$ cat config.mk
export PLATFORM = sky130hd
export DESIGN_NAME = spi_bank_rx_flat
export DESIGN_NICKNAME = d
export VERILOG_FILES = /design/src/rtl/spi_bank_rx_if.sv /design/src/rtl/spi_bank_rx.sv /design/src/flat_wrapper.sv
export SDC_FILE = /design/constraint.sdc
export NUM_CORES = 1
export LEC_CHECK = 0
export ABC_AREA = 1
export CORE_UTILIZATION = 50
export DETAILED_ROUTE_END_ITERATION = 12
export MAX_ROUTING_LAYER = met4
export PLACE_DENSITY = 0.73
export SYNTH_ARGS = -nofsm -noshare
export SYNTH_HDL_FRONTEND = slang
export SYNTH_SLANG_ARGS = --single-unit
$ cat constraint.sdc
create_clock -name clk -period 1.6 [get_ports clk]
set_input_delay 0.32 -clock clk [delete_from_list [all_inputs] [get_ports clk]]
set_output_delay 0.32 -clock clk [all_outputs]
set_load 0.03 [all_outputs]
$ cat src/rtl/spi_bank_rx_if.sv
// Bank-load link bundle: serial side (sos/eos/data_in) and SRAM write side of spi_bank_rx.
interface spi_bank_rx_if #(
    parameter int MEM_BW    = 16,
    parameter int MEM_DEPTH = 256
);
    localparam int AW = $clog2(MEM_DEPTH);

    logic              sos;
    logic              eos;
    logic              data_in;
    logic              wr_en;
    logic [AW-1:0]     wr_addr;
    logic [MEM_BW-1:0] wr_data;
    logic              busy;
    logic              done;
    logic              short_err;
    logic              chk_err;

    modport slave (
        input  sos, eos, data_in,
        output wr_en, wr_addr, wr_data, busy, done, short_err, chk_err
    );

    modport master (
        output sos, eos, data_in,
        input  wr_en, wr_addr, wr_data, busy, done, short_err, chk_err
    );
endinterface

$ cat src/rtl/spi_bank_rx.sv
// Serial-to-parallel bank-load receiver: MSB-first words written to consecutive SRAM addresses.
// Optional trailing XOR checksum word enabled by defining SPI_RX_CHECKSUM_EN.
module spi_bank_rx #(
    parameter int MEM_BW          = 16,
    parameter int MEM_DEPTH       = 256,
    parameter int NUM_VALID_LINES = 35
) (
    input  logic            clk,
    input  logic            reset,
    spi_bank_rx_if.slave    bus
);
    localparam int AW   = $clog2(MEM_DEPTH);
    localparam int BW_W = $clog2(MEM_BW);
    localparam int LW   = $clog2(NUM_VALID_LINES + 2);
`ifdef SPI_RX_CHECKSUM_EN
    localparam int FINAL_LINE = NUM_VALID_LINES;
`else
    localparam int FINAL_LINE = NUM_VALID_LINES - 1;
`endif

    typedef enum logic [1:0] {S_IDLE, S_RECV, S_DONE} state_t;

    state_t            state_q, state_d;
    logic [MEM_BW-1:0] shift_q, shift_d;
    logic [BW_W-1:0]   bit_cnt_q, bit_cnt_d;
    logic [LW-1:0]     line_cnt_q, line_cnt_d;
    logic              wr_en_q, wr_en_d;
    logic [AW-1:0]     wr_addr_q, wr_addr_d;
    logic [MEM_BW-1:0] wr_data_q, wr_data_d;
    logic              done_q, done_d;
    logic              short_q, short_d;
    logic [MEM_BW-1:0] word;
    logic              word_end;
    logic              last_bit;
`ifdef SPI_RX_CHECKSUM_EN
    logic [MEM_BW-1:0] xor_q, xor_d;
    logic              chk_q, chk_d;
`endif

    always_ff @(posedge clk or posedge reset) begin
        if (reset) begin
            state_q    <= S_IDLE;
            shift_q    <= '0;
            bit_cnt_q  <= '0;
            line_cnt_q <= '0;
            wr_en_q    <= 1'b0;
            wr_addr_q  <= '0;
            wr_data_q  <= '0;
            done_q     <= 1'b0;
            short_q    <= 1'b0;
`ifdef SPI_RX_CHECKSUM_EN
            xor_q      <= '0;
            chk_q      <= 1'b0;
`endif
        end else begin
            state_q    <= state_d;
            shift_q    <= shift_d;
            bit_cnt_q  <= bit_cnt_d;
            line_cnt_q <= line_cnt_d;
            wr_en_q    <= wr_en_d;
            wr_addr_q  <= wr_addr_d;
            wr_data_q  <= wr_data_d;
            done_q     <= done_d;
            short_q    <= short_d;
`ifdef SPI_RX_CHECKSUM_EN
            xor_q      <= xor_d;
            chk_q      <= chk_d;
`endif
        end
    end

    always_comb begin
        state_d    = state_q;
        shift_d    = shift_q;
        bit_cnt_d  = bit_cnt_q;
        line_cnt_d = line_cnt_q;
        wr_en_d    = 1'b0;
        wr_addr_d  = wr_addr_q;
        wr_data_d  = wr_data_q;
        done_d     = done_q;
        short_d    = short_q;
`ifdef SPI_RX_CHECKSUM_EN
        xor_d      = xor_q;
        chk_d      = chk_q;
`endif
        word     = {shift_q[MEM_BW-2:0], bus.data_in};
        word_end = (bit_cnt_q == BW_W'(MEM_BW - 1));
        last_bit = word_end && (line_cnt_q == LW'(FINAL_LINE));

        case (state_q)
            S_IDLE: begin
                done_d     = 1'b0;
                short_d    = 1'b0;
                bit_cnt_d  = '0;
                line_cnt_d = '0;
`ifdef SPI_RX_CHECKSUM_EN
                chk_d      = 1'b0;
                xor_d      = '0;
`endif
                if (bus.sos) state_d = S_RECV;
            end
            S_RECV: begin
                if (bus.sos) begin
                    // Restart: drop the partial word, addresses begin again at 0.
                    bit_cnt_d  = '0;
                    line_cnt_d = '0;
`ifdef SPI_RX_CHECKSUM_EN
                    xor_d      = '0;
`endif
                end else if (bus.eos && !last_bit) begin
                    state_d = S_DONE;
                    short_d = 1'b1;
                end else begin
                    shift_d   = word;
                    bit_cnt_d = bit_cnt_q + BW_W'(1);
                    if (word_end) begin
                        bit_cnt_d  = '0;
                        line_cnt_d = line_cnt_q + LW'(1);
                        if (line_cnt_q < LW'(NUM_VALID_LINES)) begin
                            wr_en_d   = 1'b1;
                            wr_addr_d = AW'(line_cnt_q);
                            wr_data_d = word;
`ifdef SPI_RX_CHECKSUM_EN
                            xor_d     = xor_q ^ word;
`endif
                        end
                        if (line_cnt_q == LW'(FINAL_LINE)) begin
                            state_d = S_DONE;
                            done_d  = 1'b1;
`ifdef SPI_RX_CHECKSUM_EN
                            chk_d   = (word != xor_q);
`endif
                        end
                    end
                end
            end
            S_DONE: begin
                if (bus.sos) begin
                    state_d    = S_RECV;
                    done_d     = 1'b0;
                    short_d    = 1'b0;
                    bit_cnt_d  = '0;
                    line_cnt_d = '0;
`ifdef SPI_RX_CHECKSUM_EN
                    chk_d      = 1'b0;
                    xor_d      = '0;
`endif
                end
            end
            default: state_d = S_IDLE;
        endcase
    end

    assign bus.wr_en     = wr_en_q;
    assign bus.wr_addr   = wr_addr_q;
    assign bus.wr_data   = wr_data_q;
    assign bus.busy      = (state_q == S_RECV);
    assign bus.done      = done_q;
    assign bus.short_err = short_q;
`ifdef SPI_RX_CHECKSUM_EN
    assign bus.chk_err   = chk_q;
`else
    assign bus.chk_err   = 1'b0;
`endif

endmodule

$ cat src/flat_wrapper.sv
// flat-port wrapper written by rule: the top's interface ports become plain ports
module spi_bank_rx_flat 
#(
    parameter int MEM_BW          = 16,
    parameter int MEM_DEPTH       = 256,
    parameter int NUM_VALID_LINES = 35
)
  (clk, reset, bus_sos, bus_eos, bus_data_in, bus_wr_en, bus_wr_addr, bus_wr_data, bus_busy, bus_done, bus_short_err, bus_chk_err);
  spi_bank_rx_if #(.MEM_BW(MEM_BW), .MEM_DEPTH(MEM_DEPTH)) bus_i ();
  input  logic clk;
  input  logic reset;
  input wire logic [$bits(bus_i.sos)-1:0] bus_sos;
  input wire logic [$bits(bus_i.eos)-1:0] bus_eos;
  input wire logic [$bits(bus_i.data_in)-1:0] bus_data_in;
  output wire logic [$bits(bus_i.wr_en)-1:0] bus_wr_en;
  output wire logic [$bits(bus_i.wr_addr)-1:0] bus_wr_addr;
  output wire logic [$bits(bus_i.wr_data)-1:0] bus_wr_data;
  output wire logic [$bits(bus_i.busy)-1:0] bus_busy;
  output wire logic [$bits(bus_i.done)-1:0] bus_done;
  output wire logic [$bits(bus_i.short_err)-1:0] bus_short_err;
  output wire logic [$bits(bus_i.chk_err)-1:0] bus_chk_err;
  assign bus_i.sos = bus_sos;
  assign bus_i.eos = bus_eos;
  assign bus_i.data_in = bus_data_in;
  assign bus_wr_en = bus_i.wr_en;
  assign bus_wr_addr = bus_i.wr_addr;
  assign bus_wr_data = bus_i.wr_data;
  assign bus_busy = bus_i.busy;
  assign bus_done = bus_i.done;
  assign bus_short_err = bus_i.short_err;
  assign bus_chk_err = bus_i.chk_err;
  spi_bank_rx #(.MEM_BW(MEM_BW), .MEM_DEPTH(MEM_DEPTH), .NUM_VALID_LINES(NUM_VALID_LINES)) u_core (.clk(clk), .reset(reset), .bus(bus_i));
endmodule
==> out/qor.txt, run 1 <==
Worst-Skew Late Latency: 0.31 ns
Seq cells post-synth: 52
CTS root buf: clkbuf_8
Clk buf depth: 2
Vias per cell: 4.96
Failing checks: setup timing
Fin crit period: 1.62 ns
Clk slew on worst S/H paths: 0.10 ns
Slowest CP cell: dfrtp_2
Post-DP Area: 3140 um2
Die area: 5570 um2
Initial core utilization: 51.6%
Max Slew Vio Count: 0
Critical path data arrival time: 1.82 ns
Final Skew: 0.0107 ns
CTS buffer count: 5
H-tree depth: 2
Antenna-violating nets left: 0
CP bufs+invs: 3
Port Buf Inserts: 30
Critical Path Stages: 11
CTS Sinks: 52
CP most frequent cell: nand2_4
Most frequent cells in the layout: nand2_1 (80), inv_1 (66), dfrtp_1 (49), nand4_1 (25), dlygate4sd2_1 (25)
Hold Fails Final Rpt: 0
CP Launch Point: u_core.line_cnt_q[1]
M1 wire length: 2.49 mm
Cell family with the largest share of critical-path delay: simple AND/OR/NAND/NOR gates
Core Rows: 26
Part of the cycle the worst path needs: 101%
Status: finished with violations
Global-route wire length before repair: 9.72 mm
Commonest non-fill, non-tap cell in the layout: nand2_1
Sequential area share after synthesis: 49.4%
Largest net degree at the start of global routing: 53
Area growth syn-to-layout: 33.5%
# nets final: 394
CP endpoint kind: register
Final setup fails: 9
Grt total ovfl: 0
Tot GR Track Use: 24.0%
Gpl congestion: 0.839
R2r endpoint: u_core.bus.wr_addr[4]
R2r setup slk: -0.02 ns
Crit-path cells: buf_6 > ha_4 > nand2_4 > nor2_4 > nand2_4 > nand2_8 > buf_12 > nand3_4 > nand2_2 > nand2_1 > inv_1
Crit-path max cell delay: 0.45 ns
Worst-path maximum fanout: 6
Residual DRC: 0
WL final: 6.06 mm
Avg Inst Size Synth: 8.11 um2
Peak VDD IR: 0.766 mV
Share of cells above drive strength 1: 24.0%
Starting DRT DRC Count: 183
Yosys warns: 0
Post-Syn Instances: 325
Design area: 3520 um2
Leak pwr: 1.71 nW
Post-synthesis cell area: 2640 um2
DRT Pass-1 Iters: 4
Die width: 74.6 um
Vias in the first global route: 2,102
Metal3 WL: 273 um
Initial antenna violation count: 0
MaxCap Viol Count: 0
Final WS setup: -0.0189 ns
Ant. Diodes: 0
Unrepaired setup endpoints after global routing: yes
Top Layer Used: met4
IO Pins: 34
Pre-CTS setup slack: -0.115 ns
Hold_ws: 0.368 ns
Die Y: 74.6 um
Startpoint types: register
Critical Path End: u_core.bus.wr_addr[4]
WS Path Type: reg2reg
Reg-to-reg startpoint: u_core.line_cnt_q[1]
Met2 wire len: 3.21 mm
Dpl hpwl: 3.52 mm
WL/cell: 13.3 um
Post-synthesis cell type count: 32
R2r worst-path depth: 11
Power density cells: 1110 nW/um2
Worst EP required: 1.80 ns
DR vias: 2,269
CTS tree: yes
Hold crit path type: in2async
Core ar.: 5110 um2
Max frequency: 618 MHz
==> synth_stat cells <==
master | number | area, um2
a21oi_1 | 1 | 5.00
a21oi_4 | 1 | 16.3
buf_2 | 5 | 25.0
buf_4 | 6 | 45.0
buf_6 | 4 | 45.0
clkbuf_1 | 1 | 3.75
conb_1 | 1 | 3.75
dfrtp_1 | 52 | 1300
ha_1 | 3 | 37.5
inv_1 | 69 | 259
inv_2 | 3 | 11.3
nand2_1 | 96 | 360
nand2_2 | 2 | 12.5
nand2_4 | 1 | 11.3
nand2_8 | 1 | 20.0
nand3_1 | 11 | 55.1
nand3_2 | 1 | 10.0
nand3_4 | 1 | 17.5
nand3b_1 | 3 | 22.5
nand4_1 | 25 | 156
nor2_1 | 7 | 26.3
nor2_2 | 1 | 6.26
nor2_4 | 1 | 11.3
nor3_1 | 1 | 5.00
o211ai_1 | 1 | 7.51
o21a_1 | 1 | 7.51
o21ai_0 | 8 | 40.0
o21ai_1 | 11 | 55.1
o21ai_2 | 4 | 35.0
or2_2 | 1 | 6.26
xnor2_1 | 1 | 8.76
xor2_1 | 1 | 8.76
==> layer usage <==
layer  up-vias  global-route usage [%]
li1       1123                       -
met1      1069                    29.8
met2        66                    40.8
met3        11                    3.61
met4         0                    7.13
met5         -                       -
==> report_power, final <==
group	internal [mW]	switching (mW)
Clock	0.311	0.444
Combinational	0.594	0.848
Sequential	1.56	0.160
==> logic make-up after synthesis <==
kind of cell,after synthesis,share of synthesized area [%]
other,1,0.142
buffers and inverters,88,14.8
AND/OR/NAND/NOR,152,27.3
AO/OA/AOI/OAI,27,6.31
flip-flops,52,49.4
XOR/XNOR,2,0.665
adder cells (fa/ha/maj),3,1.42
==> worst min-delay path, delay by kind of cell <==
family                 cells  cell delay [ns]
buffers and inverters      3             0.74
==> state kept, by name (all words and copies together), names as in the netlist <==
| register | count |
|---|---|
| u_core.bus.wr_data | 16 |
| u_core.shift_q | 15 |
| u_core.bus.wr_addr | 6 |
| u_core.line_cnt_q | 6 |
| u_core.bit_cnt_q | 4 |
| u_core.state_q | 2 |
| u_core.bus.done | 1 |
| u_core.bus.short_err | 1 |
| u_core.bus.wr_en | 1 |
==> layout make-up <==
class | instances | area [um2]
Fill cell | 410 | 1590
Sequential cell | 52 | 1310
Multi-Input combinational cell | 190 | 1120
Timing Repair Buffer | 65 | 647
Inverter | 72 | 270
Tap cell | 70 | 87.6
Clock buffer | 5 | 68.8
Clock inverter | 3 | 21.3
==> how the worst min path moves through the flow <==
stage	from	end	cells after the start
2_1_floorplan	u_core.shift_q[14]	u_core.shift_q[14]	2
3_3_place_gp	u_core.bus.short_err	u_core.bus.short_err	2
3_5_place_dp	u_core.bus.short_err	u_core.bus.short_err	2
4_1_cts	reset	u_core.bus.wr_data[8]	3
5_1_grt	reset	u_core.bus.wr_data[8]	3
6_report	reset	u_core.bus.wr_data[8]	3
==> timing repair <==
action	4_1_cts	5_1_grt
setup buffers	7	5
pin swaps	4	11
resized for setup	37	35
hold buffers	0	0
gates cloned	4	0
hold endpoints to repair	0	0
endpoints found under the setup margin	49	48
==> metrics by stage <==
| stage | setup TNS, ns | utilization (%) | power [mW] | cells |
|---|---|---|---|---|
| 4_1_cts | -0.0300 | 66.0 | 3.76 | 452 |
| 2_1_floorplan | 0 | - | 2.49 | 327 |
| 6_report | -0.120 | 68.9 | 3.91 | 457 |
| 5_1_grt | -2.54 | 68.9 | 4.17 | 457 |
| 3_5_place_dp | -2.47 | 61.4 | 2.92 | 433 |
| 3_3_place_gp | -0.970 | 61.4 | 2.87 | 433 |
No activity file was read; power rests on OpenSTA's default activity.
==> run 2, diff against run 1 <==
Settings changed: CAP_MARGIN set to 20, SETUP_SLACK_MARGIN set to 0.2.
==> out/qor.txt, run 2 (synthesis gave the netlist of run 1 again) <==
Status: finished with violations
Failing checks: setup timing
DRT Pass-1 Iters: 4 (unchanged)
CP endpoint kind: register
Port Buf Inserts: 30 (unchanged)
Grt total ovfl: 0 (unchanged)
Hold crit path type: in2async
Multi-input gate area: 1330 um2 (+18%)
Largest net degree at the start of global routing: 19 (-64%)
Max Slew Vio Count: 0 (unchanged)
MaxCap Viol Count: 0 (unchanged)
CTS root buf: clkbuf_8
Hold Fails Final Rpt: 0 (unchanged)
CTS Sinks: 52 (unchanged)
Die width: 74.6 um (unchanged)
# nets final: 412 (+4.6%)
Finished Layout Cells: 474 (+3.7%)
Vias per cell: 5.09 (+2.6%)
Vias in the first global route: 2,401 (+14%)
Ant. Diodes: 0 (unchanged)
WL final: 7.98 mm (+32%)
Largest register FFs: 16 (unchanged)
Global-route wire length before repair: 11.1 mm (+14%)
Critical path data arrival time: 1.91 ns (+0.09 ns)
Fill cell instance count of the final layout: 302 (-26%)
Gpl congestion: 0.798 (-4.8%)
Final setup fails: 38 (+29)
Placed Cells: 438 (+1.2%)
DR vias: 2,414 (+6.4%)
Fin crit period: 1.70 ns (+0.0796 ns)
Unrepaired setup endpoints after global routing: yes
Worst EP required: 1.82 ns (+0.02 ns)
Pre-CTS setup slack: -0.109 ns (+0.00582 ns)
Tot Pwr: 4.85 mW (+24%)
Startpoint types: register
CTS buffer count: 5 (unchanged)
WL/cell: 16.8 um (+27%)
Clk buf depth: 2 (unchanged)
Worst-path maximum fanout: 11 (+5)
Share of cells above drive strength 1: 38.6% (+15 points)
H-tree depth: 2 (unchanged)
IO Pins: 34 (unchanged)
Core Rows: 26 (unchanged)
Most frequent cells in the layout: inv_1 (66), nand2_1 (60), dfrtp_1 (51), buf_4 (34), nand4_1 (25)
Residual DRC: 0 (unchanged)
Final WS setup: -0.0984 ns (-0.0796 ns)
WS Path Type: reg2reg
CTS tree: yes
Dpl hpwl: 4.00 mm (+14%)
Initial antenna violation count: 0 (unchanged)
Commonest non-fill, non-tap cell in the layout: inv_1
Die area: 5570 um2 (unchanged)
Antenna-violating nets left: 0 (unchanged)
Initial core utilization: 51.6% (unchanged)
Peak VDD IR: 1.03 mV (+34%)
Worst-Skew Late Latency: 0.31 ns (about the same)
Max frequency: 589 MHz (-4.7%)
Area growth syn-to-layout: 52.5%
Leak pwr: 2.03 nW (+19%)
Core ar.: 5110 um2 (unchanged)
Starting DRT DRC Count: 186 (+1.6%)
Power density cells: 1210 nW/um2 (+8.5%)
Tot GR Track Use: 27.8% (+3.8 points)
Die Y: 74.6 um (unchanged)
Final Skew: 0.00305 ns (-0.00762 ns)
Clk slew on worst S/H paths: 0.09 ns (about the same)
Part of the cycle the worst path needs: 106% (+5.0 points)
Sequential cell area: 1300 um2 (-0.19%)
==> run 2: worst max-delay path, cell delays in order (launching register included) <==
cell and delay [ns]:
dfrtp_2 0.47, ha_4 0.19, nor2_4 0.11, nand3_4 0.10, a21oi_4 0.22, buf_4 0.16, buf_12 0.12, nand4_1 0.12
nand2_1 0.09, inv_1 0.04
==> run 2: worst paths after layout <==
path,cells past startpoint,slack (ns),startpoint,endpoint
worst min register to register,2,0.49,u_core.bus.short_err,u_core.bus.short_err
worst max-delay path,9,-0.1,u_core.line_cnt_q[0],u_core.bus.wr_data[2]
min in group clk,2,0.49,u_core.bus.short_err,u_core.bus.short_err
worst min-delay path,2,0.29,reset,u_core.bus.wr_data[8]
max in group asynchronous,3,0.90,reset,u_core.bit_cnt_q[1]
worst max register to register,9,-0.1,u_core.line_cnt_q[0],u_core.bus.wr_data[2]
==> run 2: report_power, final <==
group	switching, mW	internal, mW
Combinational	1.23	1.04
Clock	0.450	0.298
Sequential	0.280	1.56
==> run 2: metal layers <==
| metal | up-vias | wire length (um) | GRT usage (%) |
|---|---|---|---|
| met5 | - | 0 | - |
| met4 | 0 | 333 | 13.4 |
| met3 | 27 | 299 | 4.55 |
| met2 | 68 | 4310 | 48.3 |
| met1 | 1166 | 3040 | 31.2 |
| li1 | 1153 | - | - |
==> run 2: final cells by class <==
type                    instances  area share, %
clock buffers                   5           1.71
clock inverters                 2          0.311
inverters                      72           6.88
multi-input cells             187           32.9
flip-flops and latches         52           32.4
well taps                      70           2.18
repair buffers                 86           23.6
==> run 2: timing repair <==
action,CTS,global route
hold buffers,0,0
resized for setup,106,64
setup buffers,15,7
endpoints found under the hold margin,0,0
setup endpoints to repair,75,76
gates cloned,5,2
pin swaps,11,28
==> run 2: stage by stage <==
stage	cell area [um2]	util (%)	hold slack, ns	setup TNS (ns)
finish	4020	78.7	0.292	-1.17
global route	4020	78.7	0.309	-5.17
CTS	3810	74.6	0.294	-0.340
detailed placement	3230	63.3	0.474	-2.40
global placement	3230	63.3	0.463	-1.15
floorplan	2690	-	0.375	0
==> run 3, diff against run 2 <==
Settings changed: GPL_ROUTABILITY_DRIVEN set to 0.
==> results of run 3 <==
Final layout, timing and power as in run 2 (identical DEF).
